File: src/rtl/abr_params_pkg.sv
// Shared ML-KEM arithmetic parameters used by the sampling and NTT datapaths.
package abr_params_pkg;
  localparam int MLKEM_Q       = 3329;
  localparam int MLKEM_N       = 256;
  localparam int MLKEM_ETA     = 2;
  localparam int MLKEM_COEFF_W = 12;
endpackage

File: src/rtl/cbd_sampler.sv
// Centered binomial sampler, eta=2: (x0+x1)-(x2+x3) as a 3-bit two's complement value.
// Purely combinational; no backpressure.
module cbd_sampler (
  input  logic [3:0] data_i,
  output logic [2:0] diff_o
);
  logic [1:0] a;
  logic [1:0] b;

  always_comb begin
    a      = {1'b0, data_i[0]} + {1'b0, data_i[1]};
    b      = {1'b0, data_i[2]} + {1'b0, data_i[3]};
    diff_o = {1'b0, a} - {1'b0, b};
  end
endmodule

File: src/rtl/cbd_sampler_ctrl.sv
// Streams 16 PRF words into 64 writes of four CBD(eta=2) coefficients mod q; write lands 1 cycle
// after its slice is consumed, and data_hold_o stalls upstream while slices 0-2 of a word remain.
module cbd_sampler_ctrl
  import abr_params_pkg::*;
#(
  parameter int MEM_ADDR_W = 15,
  parameter int NUM_LANES  = 4
) (
  input  logic                  clk,
  input  logic                  rst_b,
  input  logic                  zeroize,
  input  logic                  start_i,
  input  logic [MEM_ADDR_W-1:0] dest_base_addr_i,
  input  logic                  data_valid_i,
  input  logic [63:0]           data_i,
  output logic                  data_hold_o,
  output logic                  mem_we_o,
  output logic [MEM_ADDR_W-1:0] mem_addr_o,
  output logic [47:0]           mem_wdata_o,
  output logic                  busy_o,
  output logic                  done_o
);
  localparam int NUM_WRITES = MLKEM_N / NUM_LANES;
  localparam int NUM_WORDS  = NUM_WRITES / 4;

  typedef enum logic [1:0] {ST_IDLE = 2'd0, ST_RUN = 2'd1, ST_DONE = 2'd2} state_e;

  state_e                  state_q, state_d;
  logic [63:0]             buf_q, buf_d;
  logic                    buf_vld_q, buf_vld_d;
  logic [1:0]              slice_q, slice_d;
  logic [4:0]              word_cnt_q, word_cnt_d;
  logic [6:0]              wr_cnt_q, wr_cnt_d;
  logic [MEM_ADDR_W-1:0]   base_q, base_d;
  logic                    mem_we_q, mem_we_d;
  logic [MEM_ADDR_W-1:0]   mem_addr_q, mem_addr_d;
  logic [47:0]             mem_wdata_q, mem_wdata_d;

  logic                    accept;
  logic                    consume;
  logic [63:0]             cur_word;
  logic [1:0]              cur_slice;
  logic [15:0]             slice_bits;
  logic [2:0]              lane_diff [NUM_LANES];
  logic [47:0]             lane_wdata;

  function automatic logic [MLKEM_COEFF_W-1:0] to_zq(input logic [2:0] s);
    logic [2:0] mag;
    mag = -s;
    if (s[2]) to_zq = MLKEM_COEFF_W'(MLKEM_Q) - MLKEM_COEFF_W'(mag);
    else      to_zq = MLKEM_COEFF_W'(s);
  endfunction

  always_ff @(posedge clk or negedge rst_b) begin
    if (!rst_b) state_q <= ST_IDLE;
    else        state_q <= state_d;
  end

  always_comb begin
    state_d = state_q;
    if (zeroize) begin
      state_d = ST_IDLE;
    end else begin
      case (state_q)
        ST_IDLE: if (start_i) state_d = ST_RUN;
        ST_RUN:  if (mem_we_q && wr_cnt_q == 7'(NUM_WRITES)) state_d = ST_DONE;
        default: state_d = ST_IDLE;
      endcase
    end
  end

  always_comb begin
    busy_o      = (state_q == ST_RUN);
    done_o      = (state_q == ST_DONE);
    data_hold_o = (state_q != ST_RUN) || (buf_vld_q && slice_q != 2'd3) ||
                  (word_cnt_q == 5'(NUM_WORDS));
  end

  // An empty buffer lets slice 0 of the arriving word go straight to the lanes.
  always_comb begin
    accept     = data_valid_i && !data_hold_o;
    consume    = (state_q == ST_RUN) && (buf_vld_q || accept);
    cur_word   = buf_vld_q ? buf_q : data_i;
    cur_slice  = buf_vld_q ? slice_q : 2'd0;
    slice_bits = cur_word[{cur_slice, 4'b0000} +: 16];
  end

  for (genvar j = 0; j < NUM_LANES; j++) begin : g_lane
    cbd_sampler u_cbd (
      .data_i (slice_bits[4*j +: 4]),
      .diff_o (lane_diff[j])
    );
  end

  always_comb begin
    lane_wdata = '0;
    for (int j = 0; j < NUM_LANES; j++) begin
      lane_wdata[j*MLKEM_COEFF_W +: MLKEM_COEFF_W] = to_zq(lane_diff[j]);
    end
  end

  always_comb begin
    buf_d       = buf_q;
    buf_vld_d   = buf_vld_q;
    slice_d     = slice_q;
    word_cnt_d  = word_cnt_q;
    wr_cnt_d    = wr_cnt_q;
    base_d      = base_q;
    mem_we_d    = 1'b0;
    mem_addr_d  = mem_addr_q;
    mem_wdata_d = mem_wdata_q;
    if (zeroize) begin
      buf_d       = '0;
      buf_vld_d   = 1'b0;
      slice_d     = '0;
      word_cnt_d  = '0;
      wr_cnt_d    = '0;
      base_d      = '0;
      mem_addr_d  = '0;
      mem_wdata_d = '0;
    end else begin
      if (state_q == ST_IDLE && start_i) begin
        base_d     = dest_base_addr_i;
        buf_vld_d  = 1'b0;
        slice_d    = '0;
        word_cnt_d = '0;
        wr_cnt_d   = '0;
      end
      if (accept) word_cnt_d = word_cnt_q + 5'd1;
      if (consume) begin
        wr_cnt_d    = wr_cnt_q + 7'd1;
        mem_we_d    = 1'b1;
        mem_addr_d  = base_q + MEM_ADDR_W'(wr_cnt_q);
        mem_wdata_d = lane_wdata;
        if (!buf_vld_q) begin
          buf_d     = data_i;
          buf_vld_d = 1'b1;
          slice_d   = 2'd1;
        end else if (slice_q == 2'd3) begin
          buf_vld_d = accept;
          slice_d   = 2'd0;
          if (accept) buf_d = data_i;
        end else begin
          slice_d = slice_q + 2'd1;
        end
      end
    end
  end

  always_ff @(posedge clk or negedge rst_b) begin
    if (!rst_b) begin
      buf_q       <= '0;
      buf_vld_q   <= 1'b0;
      slice_q     <= '0;
      word_cnt_q  <= '0;
      wr_cnt_q    <= '0;
      base_q      <= '0;
      mem_we_q    <= 1'b0;
      mem_addr_q  <= '0;
      mem_wdata_q <= '0;
    end else begin
      buf_q       <= buf_d;
      buf_vld_q   <= buf_vld_d;
      slice_q     <= slice_d;
      word_cnt_q  <= word_cnt_d;
      wr_cnt_q    <= wr_cnt_d;
      base_q      <= base_d;
      mem_we_q    <= mem_we_d;
      mem_addr_q  <= mem_addr_d;
      mem_wdata_q <= mem_wdata_d;
    end
  end

  assign mem_we_o    = mem_we_q;
  assign mem_addr_o  = mem_addr_q;
  assign mem_wdata_o = mem_wdata_q;
endmodule
File: config.mk
export PLATFORM = sky130hd
export DESIGN_NAME = cbd_sampler_ctrl
export DESIGN_NICKNAME = d
export VERILOG_FILES = /design/src/rtl/abr_params_pkg.sv /design/src/rtl/cbd_sampler.sv /design/src/rtl/cbd_sampler_ctrl.sv
export SDC_FILE = /design/constraint.sdc
export NUM_CORES = 1
export LEC_CHECK = 0
export ABC_AREA = 0
export BUFFER_PORTS_ARGS = -buffer_cell sky130_fd_sc_hd__buf_2
export CAP_MARGIN = 20
export CORE_ASPECT_RATIO = 2
export CORE_MARGIN = 5
export CORE_UTILIZATION = 60
export DETAILED_ROUTE_END_ITERATION = 6
export PLACE_DENSITY = 0.86
export SYNTH_ARGS = -nofsm -noshare
export SYNTH_HDL_FRONTEND = slang
export SYNTH_SLANG_ARGS = --single-unit
File: constraint.sdc
create_clock -name clk -period 9.9 [get_ports clk]
set_clock_uncertainty 0.1 [all_clocks]
set_input_delay 1.98 -clock clk [delete_from_list [all_inputs] [get_ports clk]]
set_output_delay 1.98 -clock clk [all_outputs]
set_load 0.005 [all_outputs]
# Word level (Yosys, flattened, before mapping)
# Cells that the tools add are included.
# totals
ff_bits	160
output_inout_bits	67
# classes
add_sub_neg	24
n_eq_ne	11
shifts	1
muxes	39
n_reduce_logical	16
# ops
op	count
two-way mux 64 bit	6
two-way mux 48 bit	2
indexed part select 64 x 7 -> 16 bit	1
two-way mux 15 bit	4
two-way mux 12 bit	4
subtractor 11 x 4 -> 12 bit (first input constant)	4
two-way mux 7 bit	3
two-way mux 2 bit	9
adder 1 x 1 -> 2 bit	8
adder 15 x 7 -> 15 bit	1
two-way mux 5 bit	3
negator 3 bit	4
subtractor 2 x 2 -> 3 bit	4
!= test 3 x 2 -> 1 bit (second input constant)	3
adder 7 x 1 -> 7 bit (second input constant)	1
equality test 7 bit (second input constant)	1
two-way mux 1 bit	7
nonzero test 3 bit	2
adder 5 x 1 -> 5 bit (second input constant)	1
equality test 5 bit (second input constant)	1
logical AND 1 bit	5
equality test 2 bit (second input constant)	2
case mux 2 bit (2 select lines)	1
nonzero test 2 bit	2
other kinds (10)	12

# Longest topological paths before layout
# logic_depth
word_depth	11
depth_mapped	11

# By module
# A second synthesis with hierarchy kept.
# hier_totals
cells_unflattened	648
area_unflattened_um2	7185.6
# modules_own_cells
mod	n_inst	cells_each	area_per_inst_um2	seq_area_each_um2
cbd_sampler_ctrl	1	616	6930.4	3403.3
cbd_sampler	4	8	63.8	0.0

# Least setup slack after synthesis
# OpenSTA, ideal clock, no wires.
# synth_timing
path_type	input to register
startpoint	input port data_i[5]
endpoint	register mem_wdata_q[14], in the netlist mem_wdata_o[14]
setup_time_ns	0.122
arrival_time_ns	4.061
required_ns	9.678
setup_slack_ns	5.617
cell_stages	8
path_buffers	0
cell_sequence	mux2_2 fa_1 ha_1 inv_1 fa_1 inv_1 ha_1 a32o_1
# synth_between
elab_chain_len	9
# synth_lines
element	line	text
start, declared	cbd_sampler_ctrl.sv:15	input logic [63:0] data_i,
two-way mux 64 bit *	cbd_sampler_ctrl.sv:83	cur_word = buf_vld_q ? buf_q : data_i;
indexed part select 64 x 7 -> 16 bit *	cbd_sampler_ctrl.sv:85	slice_bits = cur_word[{cur_slice, 4'b0000} +: 16];
adder 1 x 1 -> 2 bit *	cbd_sampler.sv:11	a = {1'b0, data_i[0]} + {1'b0, data_i[1]};
subtractor 2 x 2 -> 3 bit *	cbd_sampler.sv:13	diff_o = {1'b0, a} - {1'b0, b};
negator 3 bit	cbd_sampler_ctrl.sv:49	mag = -s;
subtractor 11 x 4 -> 12 bit	cbd_sampler_ctrl.sv:50	if (s[2]) to_zq = MLKEM_COEFF_W'(MLKEM_Q) - MLKEM_COEFF_W'(mag);
two-way mux 12 bit *	cbd_sampler_ctrl.sv:50	
two-way mux 48 bit *	cbd_sampler_ctrl.sv:130	if (consume) begin
two-way mux 48 bit *	cbd_sampler_ctrl.sv:112	if (zeroize) begin
end signal, assigned	cbd_sampler_ctrl.sv:170	mem_wdata_q <= mem_wdata_d;
end, declared	cbd_sampler_ctrl.sv:37	logic [47:0] mem_wdata_q, mem_wdata_d;
# Mark *: on every way between the ends. The rest lies on a longest branch, timed or not. The select of a mux whose other input is x is not followed.
# A chain may end at the register's enable or synchronous reset.

# Worst setup path after layout
# Ends and elaborated chain as after synthesis.

==> Implementation_results.wiki <==
{| class="wikitable"
! Metric !! Value
|-
| DRC violation count after routing || 1
|-
| Sequential share of the synthesized area || 0.470
|-
| MaxCap Viol Count || 0
|-
| Net count, final || 950
|-
| Fin. Hold Viols || 0
|-
| Switching share of power || 0.260
|-
| Remaining antenna violation count || 0
|-
| Clock power frac || 0.443
|-
| Power Dens Cells || around 170 nW/µm²
|-
| Num Clock Sinks || 136
|-
| Die area || 14500 µm²
|-
| Worst reg2reg setup slack || 6.03 ns
|-
| Later-pin clock latency in the skew report || 0.41 ns
|-
| Static Leakage || roughly 0.0041 µW
|-
| Number of cells on the worst reg-to-reg path || 9
|-
| Number of gates on the worst path with buffers counted || 9
|-
| Share of post-route cells with drive strength above 1 || 0.256
|-
| Area growth from synthesis to layout || 16.9%
|-
| Crit share post-route || 0.425
|-
| Clock-pin transition on the worst setup and hold timing paths || 0.06 ns
|-
| Vias per std cell || around 6
|-
| Number of global-route vias before repair || roughly 6100
|-
| Flip-flop and latch area || 3400 µm²
|-
| Unrepaired setup endpoints after global routing || no
|-
| Net switching power || 381 µW
|-
| Total routed wirelength || 17.8 mm
|-
| Share of synthesized registers carrying an async set or reset || 1.00
|-
| Maximum number of pins on one net before global-route repair || 90
|-
| Clock tree from TritonCTS || built
|-
| Upper clock frequency limit || 238 MHz
|-
| Number of levels the H-tree was split into || 4
|-
| Cell count after synthesis || 729
|-
| Chip height || 165 µm
|-
| Global-route wire length before repair || about 29 mm
|-
| Overall via count from detail_route || 5942
|-
| RePlAce Congestion || 0.837
|-
| Std-Cell Rows || 56
|-
| Required time of the worst setup path || 10.09 ns
|-
| Number of buffers added on ports || 146
|-
| Synth Warn # || 0
|-
| Fill cell instance count of the final layout || 848
|-
| Internal power contribution || 1090 µW
|-
| Max incr delay on CP || between 0.5 and 0.6 ns
|-
| Number of antenna violations at the first check in global routing || 0
|-
| Sequential fraction of design power || 0.411
|-
| Worst setup EP type || flop
|-
| Number of distinct library cells after synthesis || 51
|-
| Number of buffers and inverters on the critical path || 3
|-
| Number of top-level pins || 151
|-
| Max Root-Sink Buffers || 2
|-
| Sort of element at the start of the critical path || input port
|-
| Combinational fraction of design power || 0.146
|-
| Final Setup Violations || 0
|-
| # resized after CTS || 0
|-
| Sum of negative setup slack || 0 ns
|-
| Slowest cell on the critical path || sky130_fd_sc_hd__fa_1
|-
| Critical setup path kind || input port to flop
|-
| EDFF count, synth || 0
|-
| Utilization after layout || 0.719
|-
| Dominant synthesized flop cell || sky130_fd_sc_hd__dfrtp_1
|-
| Crit path arrival time || approximately 4.4 ns
|-
| Violated checks || design-rule violations
|-
| Area of the multi-input gates || 3340 µm²
|-
| Flops & latches, synth || roughly 140
|-
| Classification of the worst-slack hold path || flop to flop
|-
| Most common library cell in the layout ignoring fill and taps || sky130_fd_sc_hd__nand2_1
|-
| Outcome || complete, but fails checks
|-
| Starting utilization of the core area || 0.615
|-
| Core Box Area || 11800 µm²
|-
| Max rail drop VDD || 149 µV
|-
| GRT overflow || 0
|-
| Worst-margin pin slew || 1.08 ns
|-
| Sink of the worst hold path || mem_addr_o[8]
|-
| Horizontal die dimension || around 88 µm
|-
| Start of the worst register-to-register path || slice_q[1]
|-
| Remaining max-slew budget at the tightest pin || 0.283
|-
| Wire length per cell after detailed routing || 18.0 µm
|-
| Final count of pins violating max slew || 0
|-
| Time the final worst path needs with I/O delays and setup || 4.21 ns
|-
| Pre-Repair DR Iteration Count || 7
|-
| Hold-critical path depth || 2
|-
| Synth Cell Area || about 7200 µm²
|-
| Overall global routing resource usage || 0.253
|-
| Kind of cell adding the most delay to the critical path || adder cells
|-
| Post-CTS repair timing setup buffer count || 0
|-
| Syn Area/Cell || 9.93 µm²
|-
| Cts bufs inserted || 17
|-
| DPL Wire Length || 12.4 mm
|-
| Buffer type at the clock tree root || sky130_fd_sc_hd__clkbuf_16
|-
| Hold_buf cts || 0
|-
| Worst flop-to-flop path endpoint || mem_wdata_o[14]
|-
| CP Cell Sequence || buf_2, mux2_2, fa_1, ha_1, inv_1, fa_1, inv_1, ha_1, a32o_1
|-
| Hold wc startpoint || mem_addr_o[8]
|-
| Leading cell types in the layout, fill and taps excluded || 194 x sky130_fd_sc_hd__nand2_1, 145 x sky130_fd_sc_hd__buf_2, 136 x sky130_fd_sc_hd__dfrtp_1
|-
| Worst Path Max Fanout || 2
|-
| Starting DRT DRC Count || 501
|}
==> per-stage QoR <==
step	worst slack, ns	area (µm²)	hold slack (ns)	power, µW	std cells
after detailed placement	5.31	7790	0.378	822	957
after floorplan	5.62	7250	0.373	747	732
after CTS	5.46	8400	0.391	1470	988
after global placement	5.36	7790	0.356	806	957
final	5.69	8460	0.385	1470	991
after global routing	5.59	8460	0.410	1530	990
==> cell usage after synthesis (all sizes together), types with 11 or more instances <==
cell / count / area [µm²]
inv: 24 / 90.1
a22o: 21 / 184
nand3: 21 / 105
mux4: 16 / 360
ha: 24 / 300
buf: 50 / 340
nand2: 194 / 728
o21ai: 11 / 55.1
a32o: 11 / 110
clkbuf: 21 / 78.8
dfrtp: 136 / 3400
a21oi: 89 / 445
mux2i: 11 / 110
==> worst register-to-register path, delay by kind of cell (launching register included) <==
kind | cells | cell delay [ns]
AOI/OAI and AO/OA | 1 | 0.25
adders and majority gates | 4 | 1.70
buffers and inverters | 2 | 0.11
DFF | 1 | 0.90
muxes | 2 | 0.70
==> cells by family (layout without fill, tap and decap cells) <==
| family | count (synthesis) | after routing | share of synthesized area |
|---|---|---|---|
| other | 1 | 5 | 0.000518 |
| adder cells (fa/ha/maj) | 33 | 33 | 0.0664 |
| multiplexers | 37 | 37 | 0.0806 |
| XOR/XNOR | 9 | 9 | 0.0109 |
| AND/OR/NAND/NOR | 255 | 255 | 0.154 |
| AO/OA/AOI/OAI | 163 | 163 | 0.147 |
| buffers and inverters | 95 | 208 | 0.0704 |
| flip-flops | 136 | 136 | 0.470 |
==> worst max path at each step <==
stage	startpoint	to	slack, ns
final	data_i[5]	mem_wdata_o[14]	5.69
after global routing	slice_q[1]	data_hold_o	5.59
after global placement	data_i[5]	mem_wdata_o[14]	5.36
after floorplan	data_i[5]	mem_wdata_o[14]	5.62
after detailed placement	data_i[5]	mem_wdata_o[14]	5.31
after CTS	slice_q[0]	data_hold_o	5.46
==> metal layers <==
layer | part of all wire | vias to the layer above | track usage | routed length [µm]
met5 | 0 | - | 0 | 0
met4 | 0.044 | 0 | 0.133 | 776
met3 | 0.058 | 70 | 0.0462 | 1040
met2 | 0.54 | 287 | 0.443 | 9660
met1 | 0.36 | 2866 | 0.285 | 6360
li1 | - | 2719 | - | -
==> final cells by class <==
| type | instances | area share |
|---|---|---|
| flip-flops and latches | 136 | 0.402 |
| multi-input cells | 501 | 0.395 |
| repair buffers | 153 | 0.0981 |
| clock buffers | 20 | 0.0552 |
| well taps | 145 | 0.0214 |
| clock inverters | 11 | 0.0175 |
| inverters | 24 | 0.0107 |
| diodes | 1 | 0.000296 |
==> registers in the layout, summed over array words and instances, names as in the netlist <==
| register | flops |
|---|---|
| mem_wdata_o | 24 |
| buf_q | 64 |
| buf_vld_q | 1 |
| wr_cnt_q | 7 |
| mem_we_o | 1 |
| slice_q | 2 |
| word_cnt_q | 5 |
| mem_addr_o | 15 |
| base_q | 15 |
| state_q | 2 |
==> power by group through the flow <==
stage	combinational (µW)	sequential [µW]	clock, µW
finish	214	603	650
global route	243	606	681
CTS	210	605	656
detailed placement	208	615	0
global placement	193	613	0
floorplan	143	604	0
Note: power is estimated with default switching activity, not from simulation.
